<file path="src/rtl/rom_sequencer_if.sv">
`default_nettype none
// ============================================================================
// Module      : rom_sequencer_if
// Description : Byte-stream link between the ROM sequencer and the display
//               byte transmitter (valid/ready with command/data flag).
//               master : drives o_valid/o_byte/o_dc, samples o_ready
//               slave  : samples o_valid/o_byte/o_dc, drives o_ready
// Revision    : 1.0  initial release
// ============================================================================
interface rom_sequencer_if;
  logic       o_valid;  // byte available
  logic       o_ready;  // downstream accepts byte
  logic [7:0] o_byte;   // byte payload
  logic       o_dc;     // 0 = command, 1 = data

  modport master (
    output o_valid,
    output o_byte,
    output o_dc,
    input  o_ready
  );

  modport slave (
    input  o_valid,
    input  o_byte,
    input  o_dc,
    output o_ready
  );
endinterface
`default_nettype wire

</file>
<file path="src/rtl/rom_sequencer.sv">
`default_nettype none
// ============================================================================
// Module      : rom_sequencer
// Description : Walks a ROM of display-init / drawing entries from address 0.
//               Each 10-bit entry is {opcode[1:0], arg[7:0]}:
//                 00 command byte, 01 data byte, 10 delay arg ms, 11 end.
//               Bytes go out on a valid/ready stream; delays count
//               arg*TICKS_PER_MS clocks; the end entry (or running past the
//               last address) parks the sequencer in DONE.
// Ports       : clk, rst      clock, synchronous active-high reset
//               start         begin a sequence (honoured in IDLE/DONE only)
//               rom_addr      registered ROM address
//               rom_data      ROM entry, valid one clock after rom_addr
//               bus           byte stream (master side)
//               busy, done    status
// Revision    : 1.0  initial release
// ============================================================================
module rom_sequencer #(
  parameter int L            = 32,
  parameter int CLK_HZ       = 12_000_000,
  parameter int TICKS_PER_MS = CLK_HZ / 1000
) (
  input  wire logic                 clk,
  input  wire logic                 rst,
  input  wire logic                 start,
  output logic [$clog2(L)-1:0]      rom_addr,
  input  wire logic [9:0]           rom_data,
  rom_sequencer_if.master           bus,
  output logic                      busy,
  output logic                      done
);

  localparam int c_AW        = $clog2(L);
  localparam int c_MAX_TICKS = 255 * TICKS_PER_MS;
  // Counter wide enough for the longest delay (arg = 255).
  localparam int c_CNT_W     = (c_MAX_TICKS > 1) ? $clog2(c_MAX_TICKS + 1) : 1;

  localparam logic [c_AW-1:0]    c_LAST  = c_AW'(L - 1);
  localparam logic [c_CNT_W-1:0] c_TICKS = c_CNT_W'(TICKS_PER_MS);

  typedef enum logic [2:0] {
    S_IDLE   = 3'd0,
    S_FETCH  = 3'd1,
    S_DECODE = 3'd2,
    S_SEND   = 3'd3,
    S_DELAY  = 3'd4,
    S_DONE   = 3'd5
  } state_t;

  state_t               r_state, w_state_nxt;
  logic [c_AW-1:0]      r_addr,  w_addr_nxt;
  logic [7:0]           r_byte,  w_byte_nxt;
  logic                 r_dc,    w_dc_nxt;
  logic [c_CNT_W-1:0]   r_cnt,   w_cnt_nxt;

  logic [1:0]           w_op;
  logic [7:0]           w_arg;
  logic [c_CNT_W-1:0]   w_delay_ticks;
  logic                 w_adv;

  assign w_op          = rom_data[9:8];
  assign w_arg         = rom_data[7:0];
  assign w_delay_ticks = c_CNT_W'(w_arg) * c_TICKS;

  // --------------------------------------------------------------------------
  // State and datapath registers
  // --------------------------------------------------------------------------
  always_ff @(posedge clk) begin
    if (rst) begin
      r_state <= S_IDLE;
      r_addr  <= '0;
      r_byte  <= '0;
      r_dc    <= 1'b0;
      r_cnt   <= '0;
    end else begin
      r_state <= w_state_nxt;
      r_addr  <= w_addr_nxt;
      r_byte  <= w_byte_nxt;
      r_dc    <= w_dc_nxt;
      r_cnt   <= w_cnt_nxt;
    end
  end

  // --------------------------------------------------------------------------
  // Next-state logic. w_adv requests the "advance" step, which is shared by
  // the handshake, delay expiry and zero-length delay paths and resolved
  // after the case statement.
  // --------------------------------------------------------------------------
  always_comb begin
    w_state_nxt = r_state;
    w_addr_nxt  = r_addr;
    w_byte_nxt  = r_byte;
    w_dc_nxt    = r_dc;
    w_cnt_nxt   = r_cnt;
    w_adv       = 1'b0;

    case (r_state)
      S_IDLE, S_DONE: begin
        if (start) begin
          w_state_nxt = S_FETCH;
          w_addr_nxt  = '0;
        end
      end

      // ROM registers rom_addr at the end of this cycle.
      S_FETCH: w_state_nxt = S_DECODE;

      S_DECODE: begin
        case (w_op)
          2'b00, 2'b01: begin
            w_state_nxt = S_SEND;
            w_byte_nxt  = w_arg;
            w_dc_nxt    = w_op[0];
          end
          2'b10: begin
            if (w_arg != 8'd0) begin
              w_state_nxt = S_DELAY;
              w_cnt_nxt   = w_delay_ticks - 1'b1;
            end else begin
              w_adv = 1'b1;
            end
          end
          default: w_state_nxt = S_DONE;
        endcase
      end

      // o_valid is high for the whole SEND state, so ready alone completes it.
      S_SEND: begin
        if (bus.o_ready) begin
          w_adv = 1'b1;
        end
      end

      S_DELAY: begin
        if (r_cnt == '0) begin
          w_adv = 1'b1;
        end else begin
          w_cnt_nxt = r_cnt - 1'b1;
        end
      end

      default: w_state_nxt = S_IDLE;
    endcase

    // Running past the last entry behaves like an end entry: no wrap.
    if (w_adv) begin
      if (r_addr == c_LAST) begin
        w_state_nxt = S_DONE;
      end else begin
        w_addr_nxt  = r_addr + 1'b1;
        w_state_nxt = S_FETCH;
      end
    end
  end

  // --------------------------------------------------------------------------
  // Outputs
  // --------------------------------------------------------------------------
  assign rom_addr    = r_addr;
  assign bus.o_valid = (r_state == S_SEND);
  assign bus.o_byte  = r_byte;
  assign bus.o_dc    = r_dc;
  assign busy        = (r_state != S_IDLE) && (r_state != S_DONE);
  assign done        = (r_state == S_DONE);

endmodule
`default_nettype wire

</file>
<file path="src/flat_wrapper.sv">
// flat-port wrapper written by rule: the top's interface ports become plain ports
module rom_sequencer_flat 
#(
  parameter int L            = 32,
  parameter int CLK_HZ       = 12_000_000,
  parameter int TICKS_PER_MS = CLK_HZ / 1000
)
  (clk, rst, start, rom_addr, rom_data, busy, done, bus_o_valid, bus_o_byte, bus_o_dc, bus_o_ready);
  rom_sequencer_if bus_i ();
  input  wire logic clk;
  input  wire logic rst;
  input  wire logic start;
  output logic [$clog2(L)-1:0] rom_addr;
  input  wire logic [9:0] rom_data;
  output logic busy;
  output logic done;
  output wire logic [$bits(bus_i.o_valid)-1:0] bus_o_valid;
  output wire logic [$bits(bus_i.o_byte)-1:0] bus_o_byte;
  output wire logic [$bits(bus_i.o_dc)-1:0] bus_o_dc;
  input wire logic [$bits(bus_i.o_ready)-1:0] bus_o_ready;
  assign bus_o_valid = bus_i.o_valid;
  assign bus_o_byte = bus_i.o_byte;
  assign bus_o_dc = bus_i.o_dc;
  assign bus_i.o_ready = bus_o_ready;
  rom_sequencer #(.L(L), .CLK_HZ(CLK_HZ), .TICKS_PER_MS(TICKS_PER_MS)) u_core (.clk(clk), .rst(rst), .start(start), .rom_addr(rom_addr), .rom_data(rom_data), .bus(bus_i), .busy(busy), .done(done));
endmodule
</file>
<file path="config.mk">
export PLATFORM = sky130hd
export DESIGN_NAME = rom_sequencer_flat
export DESIGN_NICKNAME = d
export VERILOG_FILES = /design/src/rtl/rom_sequencer_if.sv /design/src/rtl/rom_sequencer.sv /design/src/flat_wrapper.sv
export SDC_FILE = /design/constraint.sdc
export NUM_CORES = 1
export LEC_CHECK = 0
export ABC_AREA = 1
export ABC_CLOCK_PERIOD_IN_PS = 8660
export BUFFER_PORTS_ARGS = -buffer_cell sky130_fd_sc_hd__buf_2
export CORE_MARGIN = 4
export CORE_UTILIZATION = 60
export DETAILED_ROUTE_END_ITERATION = 10
export HOLD_SLACK_MARGIN = 0.1
export PLACE_DENSITY = 0.85
export SLEW_MARGIN = 10
export SYNTH_ARGS = -nofsm -noshare
export SYNTH_HDL_FRONTEND = slang
export SYNTH_SLANG_ARGS = --single-unit
</file>
<file path="constraint.sdc">
create_clock -name clk -period 8.66 [get_ports clk]
set_clock_uncertainty 0.15 [all_clocks]
set_input_delay 2.165 -clock clk [delete_from_list [all_inputs] [get_ports clk]]
set_output_delay 2.165 -clock clk [all_outputs]
set_load 0.1 [all_outputs]
</file>
# Word-level counts from Yosys, hierarchy flattened
# Index checks and enable logic that the tools add are counted.
[word_totals]
ff_bits = 39
word_cells = 56
out_inout_bits = 17
inputBits = 14
[op_classes]
mux = 19
eq_ne = 15
mul = 1
reduce_logical = 13
addsub = 3
[ops]
columns = ["op", "count"]
rows = [
  ["22-bit 2-to-1 mux", 3],
  ["22-bit one-hot mux with 2 select lines", 1],
  ["22-bit by 1-bit subtractor with 22-bit output (second input constant)", 2],
  ["22-bit logical NOT", 1],
  ["5-bit 2-to-1 mux", 4],
  ["8-bit by 9-bit multiplier with 17-bit output (second input constant)", 1],
  ["3-bit 2-to-1 mux", 4],
  ["3-bit one-hot mux with 4 select lines", 1],
  ["8-bit nonzero test", 1],
  ["3-bit by 2-bit == test with 1-bit output (second input constant)", 2],
  ["3-bit == test (second input constant)", 2],
  ["2-bit by 1-bit inequality test with 1-bit output (second input constant)", 3],
  ["3-bit one-hot mux with 2 select lines", 1],
  ["2-bit OR reduction", 3],
  ["5-bit by 1-bit adder with 5-bit output (second input constant)", 1],
  ["5-bit == test (second input constant)", 1],
  ["1-bit 2-to-1 mux", 4],
  ["4-bit by 2-bit inequality test with 1-bit output (second input constant)", 1],
  ["4-bit AND reduction", 1],
  ["3-bit by 1-bit == test with 1-bit output (second input constant)", 1],
  ["3-bit logical NOT", 1],
  ["3-bit by 2-bit inequality test with 1-bit output (second input constant)", 1],
  ["3-bit inequality test (second input constant)", 1],
  ["1-bit one-hot mux with 3 select lines", 1],
  ["9 further kinds", 9],
]

# Longest topological paths before layout
[depth]
ltp_word = 6
depth_mapped = 24
ltp_nobuf = 24

# Least setup slack after synthesis
# OpenSTA, ideal clock, no wires.
[synth_timing]
kind = "input -> register"
startpoint = "input port rom_data[5]"
endpoint = "register u_core.r_cnt[19]"
setup_ns = 0.070
stages = 20
arrival_time_ns = 5.784
setup_slack_ns = 2.656
n_path_buf = 0
t_required_ns = 8.440
cell_sequence = "inv_1 fa_1 fa_1 fa_1 fa_1 inv_1 ha_1 nand2_1 inv_1 nand2_1 nand4_1 nand2_4 nand2_1 nor2_2 nand2_2 nor2_4 nor2_1 nor2_2 nand2_1 a21oi_1"
[synth_between]
elab_chain_cells = 5
elab_cells_between_ends = 8
cone_classes = "add/sub: 1; mul: 1; eq/ne: 1; mux: 3; reduce/logical: 2"
[synth_rtl]
columns = ["element", "line_no", "text"]
rows = [
  ["from (decl)", "flat_wrapper.sv:14", "input wire logic [9:0] rom_data;"],
  ["8-bit by 9-bit multiplier with 17-bit output", "rom_sequencer.sv:63", "assign w_delay_ticks = c_CNT_W'(w_arg) * c_TICKS;"],
  ["22-bit by 1-bit subtractor with 22-bit output", "rom_sequencer.sv:118", "w_cnt_nxt = w_delay_ticks - 1'b1;"],
  ["22-bit 2-to-1 mux", "rom_sequencer.sv:116", "if (w_arg != 8'd0) begin"],
  ["22-bit 2-to-1 mux", "rom_sequencer.sv:109", "case (w_op)"],
  ["22-bit one-hot mux with 2 select lines", "rom_sequencer.sv:97", "case (r_state)"],
  ["to (signal assigned)", "rom_sequencer.sv:80", "r_cnt <= w_cnt_nxt;"],
  ["to (decl)", "rom_sequencer.sv:54", "logic [c_CNT_W-1:0] r_cnt, w_cnt_nxt;"],
]
# Several ways; a longest one is shown, not always the timed one. The select of a mux whose other input is x is not followed.
# A chain may end at the register's enable or synchronous reset.

# Final worst setup path
[layout_timing]
startpoint = "input port rom_data[5]"
endpoint = "register u_core.r_cnt[16]"
# The elaborated chain is that of the path after synthesis.

==> impl_metrics.py <==
metrics = {
    "synthesis": {
        "synth_compound_area_share_pct": 13.9,
        "muxShareOfSynthArea_pct": 0,
        "synthAdderAreaFrac_pct": 24.7,
        "seq_area_frac_synth_pct": 17.5,
        "syn-instance-count": 674,
        "yosys_warnings": 0,
        "ys_ff_latch": 39,
        "synth_edf_count": 0,
        "synth_most_common_cell": "nand2_1",
        "synth-simple-area-share_pct": 29.7,
        "ys_types": 30,
        "syn_nets": 761,
        "netlist_top_cells_count": "134 x nand2_1, 121 x inv_1, 70 x nor2_1",
        "synthArstFlopShare_pct": 0,
        "synth.avg_cell_area_um2": 6.62,
        "synth_xor_area_share_pct": 1.96,
        "synthFlopType": "dfxtp_1",
        "netlist.top_cell.by_area": "dfxtp_1",
        "synth_area_leaders": "dfxtp_1 18%, ha_1 13%, nand2_1 11%",
        "post-synth-top-area-fraction_pct": 17.5,
        "synth_top_family_by_area": "simple AND/OR/NAND/NOR gates",
        "syn_area_um2": 4460,
    },
    "worst_setup_path": {
        "worstSetupPathType": "primary input to register",
        "path_max_fanout": 5,
        "critPathLaunch": "rom_data[5]",
        "cp-start-kind": "primary input",
        "endpoint_kind": "register",
        "reg2reg_slack_ns": 5.95,
        "crit_arrival_ns": 6.29,
        "rr_startpoint": "u_core.r_state[2]$_SDFFE_PP0P_",
        "r2r_end": "u_core.r_cnt[4]$_SDFFE_PP0P_",
        "cp.required_ns": 8.73,
        "crit_path_end": "u_core.r_cnt[16]$_SDFFE_PP0P_",
        "r2r_cells": 10,
    },
    "drt": {
        "vias": 4385,
        "drt_iter0_markers": 329,
        "viasPerCell": 5.49,
        "routed_wl_mm": 10.3,
        "firstDrtPassIters": 7,
        "antenna_left": 0,
        "wl_per_cell_um": 12.9,
        "drc": 0,
    },
    "timing": {
        "rsz0062_at_grt": "false",
        "tightest_slew_ns": 0.853,
        "finalSetupTns_ns": 0,
        "setup_ws_ns": 2.44,
        "hold_viol_final": 0,
        "slew_violations": 0,
        "relSlewSlack_pct": 42.9,
        "finalCritPeriodShare_pct": 71.8,
        "holdWs_ns": 0.328,
        "fmax_mhz": 161,
        "final-setup-viol-count": 0,
        "period_minus_slack_ns": 6.22,
    },
    "cells_and_area": {
        "areaGrowthSynthToFinish_pct": 7.66,
        "fin_cells": 799,
        "regArea_um2": 781,
        "diodes": 0,
        "drive_gt1_share_pct": 10.3,
        "multiInputGateArea_um2": 3130,
        "final_nets": 786,
        "fillers": 635,
        "design_area_um2": 4800,
    },
    "grt": {
        "grt_usage_pct": 25.1,
        "grt_pass1_wl_mm": 18.3,
        "overflow": 0,
        "grt_pass1_vias": 4125,
        "antenna_found_initial": 0,
        "grt_start_max_net_pins": 30,
    },
    "run": {
        "maxCapViolCount": 0,
    },
    "placement": {
        "dp_hpwl_mm": 8.28,
        "pre_cts_slack_ns": 2.17,
        "place.gp.congestion": 0.926,
        "placed_area_um2": 4670,
        "placed_cells": 791,
        "port-buffer-count": 30,
    },
    "floorplan": {
        "ios": 31,
        "die_width_um": 94.2,
        "dieArea_um2": 8880,
        "start_util_pct": 61.5,
        "die_h_um": 94.2,
        "core-area_um2": 7250,
        "num_rows": 31,
    },
    "power": {
        "power_density_nw_per_um2": 393,
        "leakage_uw": 0.00255,
        "peakVddDrop_uv": 196,
    },
    "cts": {
        "cts_resized": 0,
        "cts_tree": "yes",
        "clkTransAtPathRegs_ns": 0.09,
        "cts.path.max_buffers": 2,
        "clk_latency_ns": 0.30,
        "cts_setup_buffers": 0,
        "h-tree-depth": 2,
        "root_buffer": "clkbuf_8",
        "clock-sinks": 39,
        "cts_buffers": 5,
        "hold_buffers": 0,
    },
    "hold_path": {
        "min_path_type": "register to register",
    },
    "outcome": {
        "status": "finished clean",
    },
}
stage by stage:
step	utilization, %	total power [uW]
CTS	66.2	1870
finish	66.2	1890
floorplan	-	1420
global route	66.2	2100
global placement	64.4	1630
detailed placement	64.4	1670
cells by family after synthesis:
| logic type | count (synthesis) |
|---|---|
| DFF | 39 |
| xor gates and xnor gates | 10 |
| and+or+nand+nor | 294 |
| buffers and inverters | 140 |
| adders and majority gates | 73 |
| AOI/OAI and AO/OA | 118 |
final cells by class:
cell class	count	share of cell area [%]
Sequential cell	39	16.3
Tap cell	99	2.58
Clock inverter	2	1.25
Clock buffer	6	1.51
Inverter	128	10.0
Timing Repair Buffer	30	3.13
Multi-Input combinational cell	495	65.3
metal layers:
| layer | track usage (%) | part of all wire (%) |
|---|---|---|
| met1 | 33.3 | 45 |
| met2 | 42.9 | 48 |
| met3 | 3.13 | 5.7 |
| met4 | 6.86 | 0.99 |
| met5 | 0 | 0 |
state kept, by name (all words and copies together) (netlist names):
| signal | count |
|---|---|
| u_core.r_cnt | 22 |
| u_core.bus.o_byte | 8 |
| u_core.rom_addr | 5 |
| u_core.r_state | 3 |
| u_core.bus.o_dc | 1 |
power breakdown:
part	leakage, uW	internal, uW	switching (uW)	total, uW
combinational	0.00217	440	969	1410
clock	0.0000654	115	69.1	184
sequential	0.000318	236	56.4	292
total	0.00255	791	1090	1890
placed cells by master, fill, tap and decap left out:
| master | count |
|---|---|
| a211oi_1 | 3 |
| a21o_1 | 1 |
| a21oi_1 | 52 |
| a31oi_1 | 7 |
| and3_1 | 1 |
| buf_2 | 30 |
| bufinv_16 | 2 |
| clkbuf_1 | 1 |
| clkbuf_8 | 5 |
| dfxtp_1 | 39 |
| fa_1 | 25 |
| ha_1 | 48 |
| inv_1 | 121 |
| inv_2 | 7 |
| nand2_1 | 134 |
| nand2_2 | 11 |
| nand2_4 | 2 |
| nand3_1 | 41 |
| nand3_2 | 5 |
| nand3b_1 | 2 |
| nand4_1 | 11 |
| nor2_1 | 70 |
| nor2_2 | 5 |
| nor2_4 | 4 |
| nor3_1 | 7 |
| nor3_2 | 1 |
| o211ai_1 | 5 |
| o21ai_0 | 45 |
| o21ai_1 | 5 |
| xnor2_1 | 4 |
| xor2_1 | 6 |
critical path, stage by stage:
cell and delay [ns]:
buf_2 0.13, inv_1 0.09, fa_1 0.55, fa_1 0.53, fa_1 0.51, fa_1 0.54
inv_1 0.04, ha_1 0.35, nand2_1 0.13, inv_2 0.08, nand3_1 0.09, nand2_1 0.09
nand2_1 0.09, nand2_1 0.13, nand3_2 0.15, nor2_4 0.14, xor2_1 0.23, nand2_1 0.08
a21oi_1 0.16
worst min path at each step:
stage | start | to | slack, ns | cells past startpoint
final | u_core.r_cnt[0]$_SDFFE_PP0P_ | u_core.r_cnt[0]$_SDFFE_PP0P_ | 0.33 | 1
after global routing | u_core.r_cnt[0]$_SDFFE_PP0P_ | u_core.r_cnt[0]$_SDFFE_PP0P_ | 0.35 | 1
after CTS | u_core.r_cnt[0]$_SDFFE_PP0P_ | u_core.r_cnt[0]$_SDFFE_PP0P_ | 0.33 | 1
after detailed placement | u_core.r_cnt[0]$_SDFFE_PP0P_ | u_core.r_cnt[0]$_SDFFE_PP0P_ | 0.31 | 1
after global placement | u_core.r_cnt[0]$_SDFFE_PP0P_ | u_core.r_cnt[0]$_SDFFE_PP0P_ | 0.30 | 1
after floorplan | u_core.r_cnt[0]$_SDFFE_PP0P_ | u_core.r_cnt[0]$_SDFFE_PP0P_ | 0.28 | 1
Power figures use the tool's default switching activity.
